## config.mk

```make
export PLATFORM = sky130hd
export DESIGN_NAME = storage_write_arbiter
export DESIGN_NICKNAME = d
export VERILOG_FILES = /design/src/rtl/storage_write_arbiter_pkg.sv /design/src/rtl/storage_write_arbiter_rr_pick.sv /design/src/rtl/storage_write_arbiter.sv
export SDC_FILE = /design/constraint.sdc
export NUM_CORES = 1
export LEC_CHECK = 0
export CORE_MARGIN = 5
export CORE_UTILIZATION = 43
export DETAILED_ROUTE_END_ITERATION = 6
export HOLD_SLACK_MARGIN = 0.03
export PLACE_DENSITY_LB_ADDON = 0.1
export SYNTH_ARGS = -nofsm -noshare
export SYNTH_HDL_FRONTEND = slang
export SYNTH_SLANG_ARGS = --single-unit
export TNS_END_PERCENT = 50
```

## constraint.sdc

```tcl
create_clock -name Clk -period 3.2 [get_ports Clk]
set_input_delay 0.32 -clock Clk [delete_from_list [all_inputs] [get_ports Clk]]
set_output_delay 0.32 -clock Clk [all_outputs]
set_load 0.005 [all_outputs]
```

## src/rtl/storage_write_arbiter_pkg.sv

```systemverilog
// Shared definitions for storage_write_arbiter: FSM state encoding and index-width helper.
package storage_write_arbiter_pkg;

  typedef enum logic [1:0] {
    IDLE  = 2'd0,
    GRANT = 2'd1,
    LOAD  = 2'd2,
    ACK   = 2'd3
  } state_t;

  // Width of an index into n requesters; never less than one bit.
  function automatic int clog2_w(input int n);
    int r;
    r = 0;
    while ((1 << r) < n) r++;
    return (r < 1) ? 1 : r;
  endfunction

endpackage

```

## src/rtl/storage_write_arbiter_rr_pick.sv

```systemverilog
// Round-robin winner selection: first set bit of req scanning ptr, ptr+1, ... mod N.
module storage_write_arbiter_rr_pick #(
  parameter int N  = 4,
  parameter int PW = 2
) (
  input  logic [N-1:0]  req,
  input  logic [PW-1:0] ptr,
  output logic          valid,
  output logic [PW-1:0] win
);

  logic [PW-1:0] idx;

  // Scan from the farthest offset down so the closest requester to ptr wins.
  always_comb begin
    valid = |req;
    win   = '0;
    idx   = '0;
    for (int i = N - 1; i >= 0; i--) begin
      idx = PW'((int'(ptr) + i) % N);
      if (req[idx]) win = idx;
    end
  end

endmodule

```

## src/rtl/storage_write_arbiter.sv

```systemverilog
// Round-robin writer for one shared W-bit register among N 4-phase req/ack requesters.
// Define STORAGE_WRITE_ARB_STATS_EN to add per-requester saturating write counters (wr_count).
//
// state | meaning
// IDLE  | no transaction; arbitrate pending requests from ptr
// GRANT | grant[win] high one cycle; requester may abandon by dropping req
// LOAD  | Q captures the winner's wdata at the exiting edge
// ACK   | ack[win] high until the winner releases req
module storage_write_arbiter
  import storage_write_arbiter_pkg::*;
#(
  parameter  int N  = 4,
  parameter  int W  = 8,
  localparam int PW = clog2_w(N)
) (
  input  logic          Clk,
  input  logic          Resetn,
  input  logic [N-1:0]  req,
  input  logic [N*W-1:0] wdata,
  output logic [N-1:0]  grant,
  output logic [N-1:0]  ack,
  output logic [W-1:0]  Q,
  output logic [PW-1:0] owner,
  output logic          busy
`ifdef STORAGE_WRITE_ARB_STATS_EN
  ,
  output logic [N*8-1:0] wr_count
`endif
);

  localparam logic [N-1:0] ONE = N'(1);

  state_t        state, state_nxt;
  logic [PW-1:0] win, win_nxt;
  logic [PW-1:0] ptr, ptr_nxt;
  logic          pick_valid;
  logic [PW-1:0] pick_win;
  logic          load;
  logic [W-1:0]  wd_arr [N];

  for (genvar g = 0; g < N; g++) begin : g_wd
    assign wd_arr[g] = wdata[g*W +: W];
  end

  function automatic logic [PW-1:0] inc_wrap(input logic [PW-1:0] i);
    return (int'(i) == N - 1) ? '0 : i + 1'b1;
  endfunction

  storage_write_arbiter_rr_pick #(.N(N), .PW(PW)) u_rr_pick (
    .req   (req),
    .ptr   (ptr),
    .valid (pick_valid),
    .win   (pick_win)
  );

  always_comb begin
    state_nxt = state;
    win_nxt   = win;
    ptr_nxt   = ptr;
    load      = 1'b0;
    case (state)
      IDLE: begin
        if (pick_valid) begin
          win_nxt   = pick_win;
          state_nxt = GRANT;
        end
      end
      GRANT: begin
        if (req[win]) begin
          state_nxt = LOAD;
        end else begin
          state_nxt = IDLE;
          ptr_nxt   = inc_wrap(win);
        end
      end
      LOAD: begin
        load      = 1'b1;
        state_nxt = ACK;
      end
      ACK: begin
        if (!req[win]) begin
          state_nxt = IDLE;
          ptr_nxt   = inc_wrap(win);
        end
      end
      default: state_nxt = IDLE;
    endcase
  end

  // grant/ack are flops driven from the next state so they align exactly with GRANT/ACK.
  always_ff @(posedge Clk or negedge Resetn) begin
    if (!Resetn) begin
      state <= IDLE;
      win   <= '0;
      ptr   <= '0;
      grant <= '0;
      ack   <= '0;
      Q     <= '0;
      owner <= '0;
    end else begin
      state <= state_nxt;
      win   <= win_nxt;
      ptr   <= ptr_nxt;
      grant <= (state_nxt == GRANT) ? (ONE << win_nxt) : '0;
      ack   <= (state_nxt == ACK)   ? (ONE << win_nxt) : '0;
      if (load) begin
        Q     <= wd_arr[win];
        owner <= win;
      end
    end
  end

  assign busy = (state != IDLE);

`ifdef STORAGE_WRITE_ARB_STATS_EN
  logic [7:0] cnt [N];

  always_ff @(posedge Clk or negedge Resetn) begin
    if (!Resetn) begin
      for (int i = 0; i < N; i++) cnt[i] <= '0;
    end else if (load && cnt[win] != 8'hFF) begin
      cnt[win] <= cnt[win] + 8'd1;
    end
  end

  for (genvar g = 0; g < N; g++) begin : g_cnt
    assign wr_count[g*8 +: 8] = cnt[g];
  end
`endif

endmodule
```

---- Yosys cells after proc, flatten, opt, wreduce, memory -nomap -nowiden ----
Index checks and enable logic that the tools add are counted.
storage, ports and cells
  register bits after elaboration ......... 24
  word-level logic and storage cells ...... 58
operators by class
  add/sub/neg operators ................... 4
  magnitude comparators ................... 6
  equal/unequal tests ..................... 6
  shifts and indexed selects .............. 1
  muxes and demuxes ....................... 27
  bitwise logic cells ..................... 2
  reduce and logical (&&, ||, !) cells .... 5
operators with widths
  kind                                                                           count
  2-bit 2-to-1 mux                                                               10
  8-bit binary-select mux with 2-bit select                                      1
  8-bit 2-to-1 mux                                                               2
  2-bit by 3-bit less-than comparator with 1-bit output (second input constant)  5
  1-bit binary-select mux with 2-bit select                                      5
  4-bit 2-to-1 mux                                                               2
  2-bit case mux with 4 select lines                                             1
  2-bit by 1-bit equality test with 1-bit output (second input constant)         3
  2-bit equality test (second input constant)                                    3
  1-bit 2-to-1 mux                                                               6
  2-bit by 1-bit adder with 2-bit output (second input constant)                 2
  2-bit adder (second input constant)                                            2
  4-bit OR reduction                                                             1
  1-bit by 2-bit << shifter with 4-bit output (first input constant)             1
  3-bit >= comparator (second input constant)                                    1
  2-bit inverter with 3-bit output                                               1
  2-bit logical NOT                                                              1
  2-bit AND reduction                                                            1
  2-bit nonzero test                                                             1
  2-bit OR reduction                                                             1
  1-bit inverter                                                                 1

---- Logic depth before layout (Yosys ltp) ----
Gate-level depths: netlist (run 1).
  depth after elaboration ................. 11
  mapped depth ............................ 5

---- Cells and area by module ----
A second synthesis (run 1) with hierarchy kept.
unflattened totals
  cell total of the unflattened synthesis .. 92
  area, all modules ....................... 1,257.5 um2
by module, submodules not included
  module                         instances  cells an instance  area an instance (um2)  sequential area each (um2)
  storage_write_arbiter          1          79                 1,179.9                 600.6
  storage_write_arbiter_rr_pick  1          13                 77.6                    0.0

---- Least setup slack after synthesis (run 1) ----
No wires, ideal clock.
  path type ............................... flip-flop to flip-flop
  start ................................... reg win[1]
  end ..................................... reg ptr[1]
  arrival ................................. 1.434 ns
  data required time ...................... 3.072 ns
  path slack .............................. 1.638 ns
  cell stages (with the launch flop) ...... 4
  buffers on the path ..................... 0
  clock period less this slack ............ 1.562 ns
  cells stage by stage .................... dfrtp_1 > mux4_2 > nor2b_4 > mux2_1
between the ends
  cells in the longest elaborated chain, start to end .. 4
RTL lines
  what                                       RTL line                                                  text
  start, declared                            storage_write_arbiter.sv:34                               logic [PW-1:0] win, win_nxt;
  start signal, assigned                     storage_write_arbiter.sv:102                              win <= win_nxt;
  1-bit binary-select mux with 2-bit select  storage_write_arbiter.sv:69, storage_write_arbiter.sv:81
  1-bit 2-to-1 mux (not written as such)     storage_write_arbiter.sv:69, storage_write_arbiter.sv:81
  1-bit inverter (no line)                   -
  2-bit AND reduction (no line)              -
  end signal, assigned                       storage_write_arbiter.sv:103                              ptr <= ptr_nxt;
  end, declared                              storage_write_arbiter.sv:35                               logic [PW-1:0] ptr, ptr_nxt;
Parallel ways exist; a longest one is shown, timed or not. The select of a mux whose other input is x is not followed.
A chain may end at the register's enable or synchronous reset.

---- Worst setup path in the final report (run 1) ----
Ends and elaborated chain as after synthesis.

==> run_results.csv, run 1 <==
group,metric,value,unit
run_status,run_status,"finished, final reports clean",
routing,drt_wl_total,2776,um
final_layout,finalInstanceArea,0.001843,mm^2
setup_path,crit_start,"win[1]",
synthesis,ys_ff_latch,24,
final_layout,nets,183,
synthesis,synth_top_family_by_area,"multiplexers",
final_layout,drive_gt1_share,20.28,%
final_layout,area.growth.synth_to_final,52.96,%
setup_path,endpoint,"ptr[1]",
timing,final_max_slew_viol_count,0,
final_layout,final_util,68.01,%
clock_tree,numCtsBuffers,3,
final_layout,antennaDiodeCount,0,
power_and_ir_drop,pwr-share-comb,48.0,%
placed_design,globalplace.congestion,0.7560,
global_routing,grt_pass1_vias,922,
power_and_ir_drop,p_switching,0.4600,mW
routing,ant_nets,0,
timing,fin_crit_sh,61.66,%
setup_path,critical_path_required,3410,ps
setup_path,ff2ff_setup_slack,1230,ps
power_and_ir_drop,p_leak,0.7498,nW
synthesis,syn-cell-area,0.001205,mm^2
power_and_ir_drop,p_clk_share,14.4,%
setup_path,r2r-start,"win[1]",
synthesis,synth.distinct_cells,27,
routing,first_pass_iters,2,
die,die_y,62.94,um
min_path,worstHoldStart,"owner[1]",
synthesis,yosys_warnings,0,
power_and_ir_drop,pwr_density_cell,808.3,mW/mm^2
clock_tree,cts_tree,"built",
timing,relSlewSlack,30.17,%
clock_tree,post-cts-setup-buffer-count,0,
clock_tree,ctsHoldBuffers,0,
synthesis,synth_adder_area_share,1.038,%
placed_design,port_buffers,56,
clock_tree,ctsResizeCount,0,
synthesis,synth_nets,125,
routing,drtIter0Drc,25,
setup_path,cp_data_arrival_time,2180,ps
setup_path,worst-setup-path-type,"flop to flop",
timing,rsz0062_at_grt,"false",
die,rows,19,
synthesis,ys_seq_area_share,49.84,%
timing,finalHoldViolCount,0,
routing,num_vias,920,
timing,setup_viol,0,
power_and_ir_drop,intPower,1.030,mW
synthesis,synth_compound_area_share,6.750,%
timing,fin_tns_setup,0,ps
synthesis,netlist_instances,86,
synthesis,synth-xor-area-share,0,%
die,die_area,0.003961,mm^2
setup_path,cp_max_fo,15,
clock_tree,path_clk_slew,130,ps
global_routing,grt_pass1_wl,4436,um
setup_path,critPathCaptureType,"flop",
timing,post-route-min-period,1973,ps
placed_design,dp_hpwl,2166,um
routing,drc,0,
synthesis,avgSynthCellArea,14.01,um^2
setup_path,r2r_cells,3,
timing,skew,7.679,ps
clock_tree,cts_buffer_depth,2,
timing,fmax,0.5068,GHz
routing,wl_per_cell,15.95,um
job,maxCapViolCount,0,
clock_tree,h-tree-depth,1,
min_path,hp-class,"flop to flop",
clock_tree,cts_root_buffer,"clkbuf_4",
routing,via_per_inst,5.287,
timing,worstMarginPinSlew,1044,ps
power_and_ir_drop,power_frac_seq,37.5,%
power_and_ir_drop,switching_share,30.88,%
global_routing,grt_overflow,0,
global_routing,antenna_found_initial,0,
setup_path,reg2reg_to,"ptr[1]",
setup_path,critPathLaunchType,"flop",
placed_design,placed_area,0.001790,mm^2
global_routing,grt_start_max_net_pins,25,
clock_tree,worstSkewPairLatency,310,ps
clock_tree,cts_sinks,24,
die,die_w,62.94,um
synthesis,yosys.area_share.simple,12.36,%
global_routing,gr-usage-all-layers,14.19,%
die,core,0.002710,mm^2
power_and_ir_drop,vdd_drop_max,0.4911,mV
die,pin_count,57,
die,start_util,44.46,%
synthesis,muxShareOfSynthArea,27.93,%
area by class of cell:
class                           count  area [um^2]
Tap cell                           31        38.79
Clock buffer                        3        22.52
Inverter                            3        11.26
Sequential cell                    24        600.6
Timing Repair Buffer               56        560.5
Multi-Input combinational cell     56        579.3
Fill cell                         212        867.1
Clock inverter                      1        30.03
worst max-delay path, cell delays in order, from the launching register on:
cell and delay (ps):
dfrtp_1 760, mux4_2 620, nor2b_4 170, mux2_1 330
metrics by stage:
step / power, mW / std cells / hold WS, ps / setup WS, ps
2_1_floorplan: 0.9725 / 86 / 24.41 / 1638
6_report: 1.490 / 174 / 522.1 / 1227
3_3_place_gp: 1.275 / 170 / 489.4 / 1248
3_5_place_dp: 1.295 / 170 / 494.3 / 1206
4_1_cts: 1.513 / 174 / 525.1 / 1203
5_1_grt: 1.597 / 174 / 532.3 / 1143
registers in the layout, indices dropped and copies added, names as in the netlist:
register  cells
win           2
Q             8
state         2
grant         4
ack           4
owner         2
ptr           2
how the worst min path moves through the flow:
stage	cells after the start	to
final	1	owner[1]
after global routing	1	Q[3]
after CTS	1	Q[3]
after detailed placement	1	Q[3]
after global placement	1	owner[0]
after floorplan	0	Q[0]
logic make-up after synthesis:
family | Yosys count
flops | 24
simple gates | 24
mux | 21
fa+ha+maj | 1
compound gates | 10
buf+inv | 6
Yosys cell counts (all sizes together):
master | n | area, um^2
a211o | 1 | 8.760
a21oi | 1 | 5.000
a32o | 1 | 11.26
buf | 2 | 10.01
clkbuf | 1 | 3.750
dfrtp | 24 | 600.6
ha | 1 | 12.51
inv | 3 | 11.26
mux2 | 11 | 123.9
mux2i | 1 | 10.01
mux4 | 9 | 202.7
nand2 | 3 | 11.26
nand2b | 4 | 32.53
nor2 | 8 | 30.03
nor2b | 2 | 20.02
nor3 | 2 | 10.01
nor3b | 3 | 32.53
nor4 | 1 | 6.260
o21a | 1 | 7.510
o21ai | 4 | 20.02
o21bai | 1 | 7.510
o31ai | 1 | 21.27
or3 | 1 | 6.260
cells in the final DEF, fill, tap and decap left out:
cell	Yosys	layout
clkdlybuf4s50_1	0	56
dfrtp_1	24	24
mux2_2	10	10
mux4_2	9	9
nor2_1	8	8
o21ai_0	4	4
inv_1	3	3
nand2b_1	3	3
nand2_1	3	3
clkbuf_4	0	3
nor3_1	2	2
nor3b_2	2	2
nor3b_1	1	1
a211o_1	1	1
nor4_1	1	1
nor2b_4	1	1
nand2b_4	1	1
mux2i_1	1	1
a32o_2	1	1
a21oi_1	1	1
o31ai_4	1	1
o21bai_1	1	1
o21a_1	1	1
or3_1	1	1
nor2b_1	1	1
mux2_1	1	1
ha_1	1	1
bufinv_16	0	1
power by group through the flow:
stage | clock [mW] | sequential (mW) | combinational, mW
2_1_floorplan | 0 | 0.520 | 0.452
3_3_place_gp | 0 | 0.564 | 0.711
3_5_place_dp | 0 | 0.567 | 0.728
4_1_cts | 0.222 | 0.561 | 0.730
5_1_grt | 0.235 | 0.584 | 0.778
6_report | 0.215 | 0.559 | 0.716
layer usage:
layer	track usage [%]	routed length, um
met5	0	0
met1	16.67	1126
met4	5.305	10
met2	22.82	1373
met3	6.115	264
No activity file was read; power rests on OpenSTA's default activity.
==> inputs of run 2 (changes only) <==
--- a/config.mk
+++ b/config.mk
@@ -6,7 +6,7 @@
 export NUM_CORES = 1
 export LEC_CHECK = 0
 export CORE_MARGIN = 5
-export CORE_UTILIZATION = 43
+export CORE_UTILIZATION = 40
 export DETAILED_ROUTE_END_ITERATION = 6
 export HOLD_SLACK_MARGIN = 0.03
 export PLACE_DENSITY_LB_ADDON = 0.1
==> constraint.sdc (replaced) <==
create_clock -name Clk -period 2.1 [get_ports Clk]
set_input_delay 0.21 -clock Clk [delete_from_list [all_inputs] [get_ports Clk]]
set_output_delay 0.21 -clock Clk [all_outputs]
set_load 0.005 [all_outputs]
==> run 2 against run 1 <==
Hold slack got worse by 290 ps. Register-to-register slack lost 660 ps. Clock-buffer cell count unchanged. Die area up 6.3%. Cell area increased by 1.8%. Non-clock buffer count rose by 4. Total power increased by 56%. Sequential power rose by 38%. Core utilization is 5.0 points lower. Via count increased by 2.5%. Clock skew decreased by 5.2 ps. Clock power increased by 55%. Critical endpoint is now busy.
==> run_results.csv, run 2 (synthesis gave the netlist of run 1 again) <==
group,metric,value,unit
timing,finalHoldViolCount,0,
global_routing,grt.met3_usage,4.159,%
global_routing,busiest_layer,"met2",
timing,rsz0062_at_grt,"false",
placed_design,post-place-cells,176,
placed_design,placed_area,0.001823,mm^2
timing,final_max_slew_viol_count,0,
setup_path,worstPathCellList,"nor2_1, inv_1, clkdlybuf4s50_1",
power_and_ir_drop,vdd_drop_max,0.8675,mV
clock_tree,ctsHoldBuffers,0,
timing,relSlewSlack,72.64,%
setup_path,reg2reg_to,"ptr[1]",
die,die_w,64.89,um
routing,drtIter0Drc,14,
setup_path,critPathLaunchType,"flop",
setup_path,slowest_stage,"clkdlybuf4s50_1",
clock_tree,post-cts-setup-buffer-count,0,
global_routing,gr-usage-all-layers,14.70,%
placed_design,dp_hpwl,2197,um
setup_path,crit_family,"buffers and inverters",
die,core,0.002978,mm^2
timing,post-route-min-period,1759,ps
routing,wl_per_cell,15.66,um
final_layout,antennaDiodeCount,0,
timing,fin_crit_sh,83.75,%
die,rows,20,
die,pin_count,57,
final_layout,finalInstanceArea,0.001876,mm^2
final_layout,multi_input_area,579.3,um^2
final_layout,area.growth.synth_to_final,55.66,%
setup_path,cp_data_arrival_time,1550,ps
min_path,hp-class,"input pin to asynchronous set/reset pin",
power_and_ir_drop,fin_total_pwr,2.328,mW
routing,num_vias,943,
placed_design,port_buffers,56,
setup_path,critPathCaptureType,"output pin",
clock_tree,h-tree-depth,1,
timing,fmax,0.5686,GHz
placed_design,globalplace.congestion,0.7083,
timing,worstMarginPinSlew,409.5,ps
setup_path,crit_buf_inv,2,
final_layout,reg_top3,"Q (8), ack (4), grant (4)",
clock_tree,path_clk_slew,130,ps
setup_path,r2r-start,"win[1]",
die,die_area,0.004210,mm^2
setup_path,r2r_cells,3,
clock_tree,cts_sinks,24,
timing,fin_tns_setup,0,ps
global_routing,met2_usage,24.65,%
final_layout,final_cell_mix,"clkdlybuf4s50_1, dfrtp_1, mux2_2",
setup_path,cp_max_fo,3,
power_and_ir_drop,pwr_density_cell,1241,mW/mm^2
setup_path,worst-setup-path-type,"flop to output pin",
die,die_y,64.89,um
die,start_util,40.46,%
timing,skew,2.475,ps
setup_path,ff2ff_setup_slack,570,ps
final_layout,nets,187,
final_layout,largest_reg_flops,8,
routing,via_per_inst,5.239,
final_layout,top_register,"Q",
clock_tree,numCtsBuffers,3,
routing,drc,0,
clock_tree,cts_tree,"built",
global_routing,antenna_found_initial,0,
final_layout,seqCellArea,600.6,um^2
routing,ant_nets,0,
routing,first_pass_iters,4,
final_layout,drive_gt1_share,22.45,%
timing,setup_viol,0,
global_routing,grt_start_max_net_pins,25,
final_layout,final_common_cell,"clkdlybuf4s50_1",
power_and_ir_drop,p_leak,0.7699,nW
setup_path,critical_path_required,1890,ps
clock_tree,ctsResizeCount,0,
setup_path,cpPeakStageDelay,460,ps
clock_tree,cts_root_buffer,"clkbuf_4",
clock_tree,cts_buffer_depth,2,
final_layout,fillers,260,
global_routing,grt_pass1_vias,1083,
final_layout,stdcell_count,180,
global_routing,grt_pass1_wl,4816,um
global_routing,grt_overflow,0,
job,maxCapViolCount,0,
global_routing,met1_usage,17.95,%
clock_tree,worstSkewPairLatency,310,ps
run_status,run_status,"finished, final reports clean",
routing,drt_wl_total,2818,um
[run 2: cell types whose count changed in the layout (fill, tap and decap cells not counted)]
cell   previous run  this run
buf_4             0         4
[run 2: layout make-up]
class	count	share of cell area, %
inverter	3	0.6004
timing repair buffer	60	31.49
clock buffer	3	1.201
multi-input combinational	56	30.89
sequential	24	32.02
tap	33	2.201
clock inverter	1	1.601
[run 2: layer usage]
layer  wire length (um)  share of wire [%]  vias to the layer above
met3                238                8.4                        2
met2               1408                 50                       34
met5                  0                  0                        -
met1               1150                 41                      467
met4                 21               0.75                        0
li1                   -                  -                      440
[run 2: where the power goes]
group          internal [mW]  switching [mW]
Combinational          0.755           0.468
Clock                  0.193           0.140
Sequential             0.657           0.114
Total                   1.61           0.723
[run 2: worst reg2reg max path: cells and delay by family (launching register included)]
family	cells	cell delay (ps)
flip-flops	1	400
multiplexers	2	860
AND/OR/NAND/NOR	1	170
[run 2: worst max-delay path by stage]
stage	from	endpoint	cells after the start
floorplan	win[1]	ptr[1]	3
global placement	req[3]	ptr[1]	4
detailed placement	req[3]	ptr[1]	4
CTS	state[1]	busy	3
global route	state[1]	busy	3
finish	state[1]	busy	3
[run 2: stage by stage]
step	hold slack, ps	worst slack [ps]	util [%]
global placement	488.4	272.2	61.22
global route	252.7	210.2	62.98
floorplan	-85.59	538.0	-
CTS	236.3	324.6	62.98
finish	235.4	341.3	62.98
detailed placement	494.1	222.0	61.22
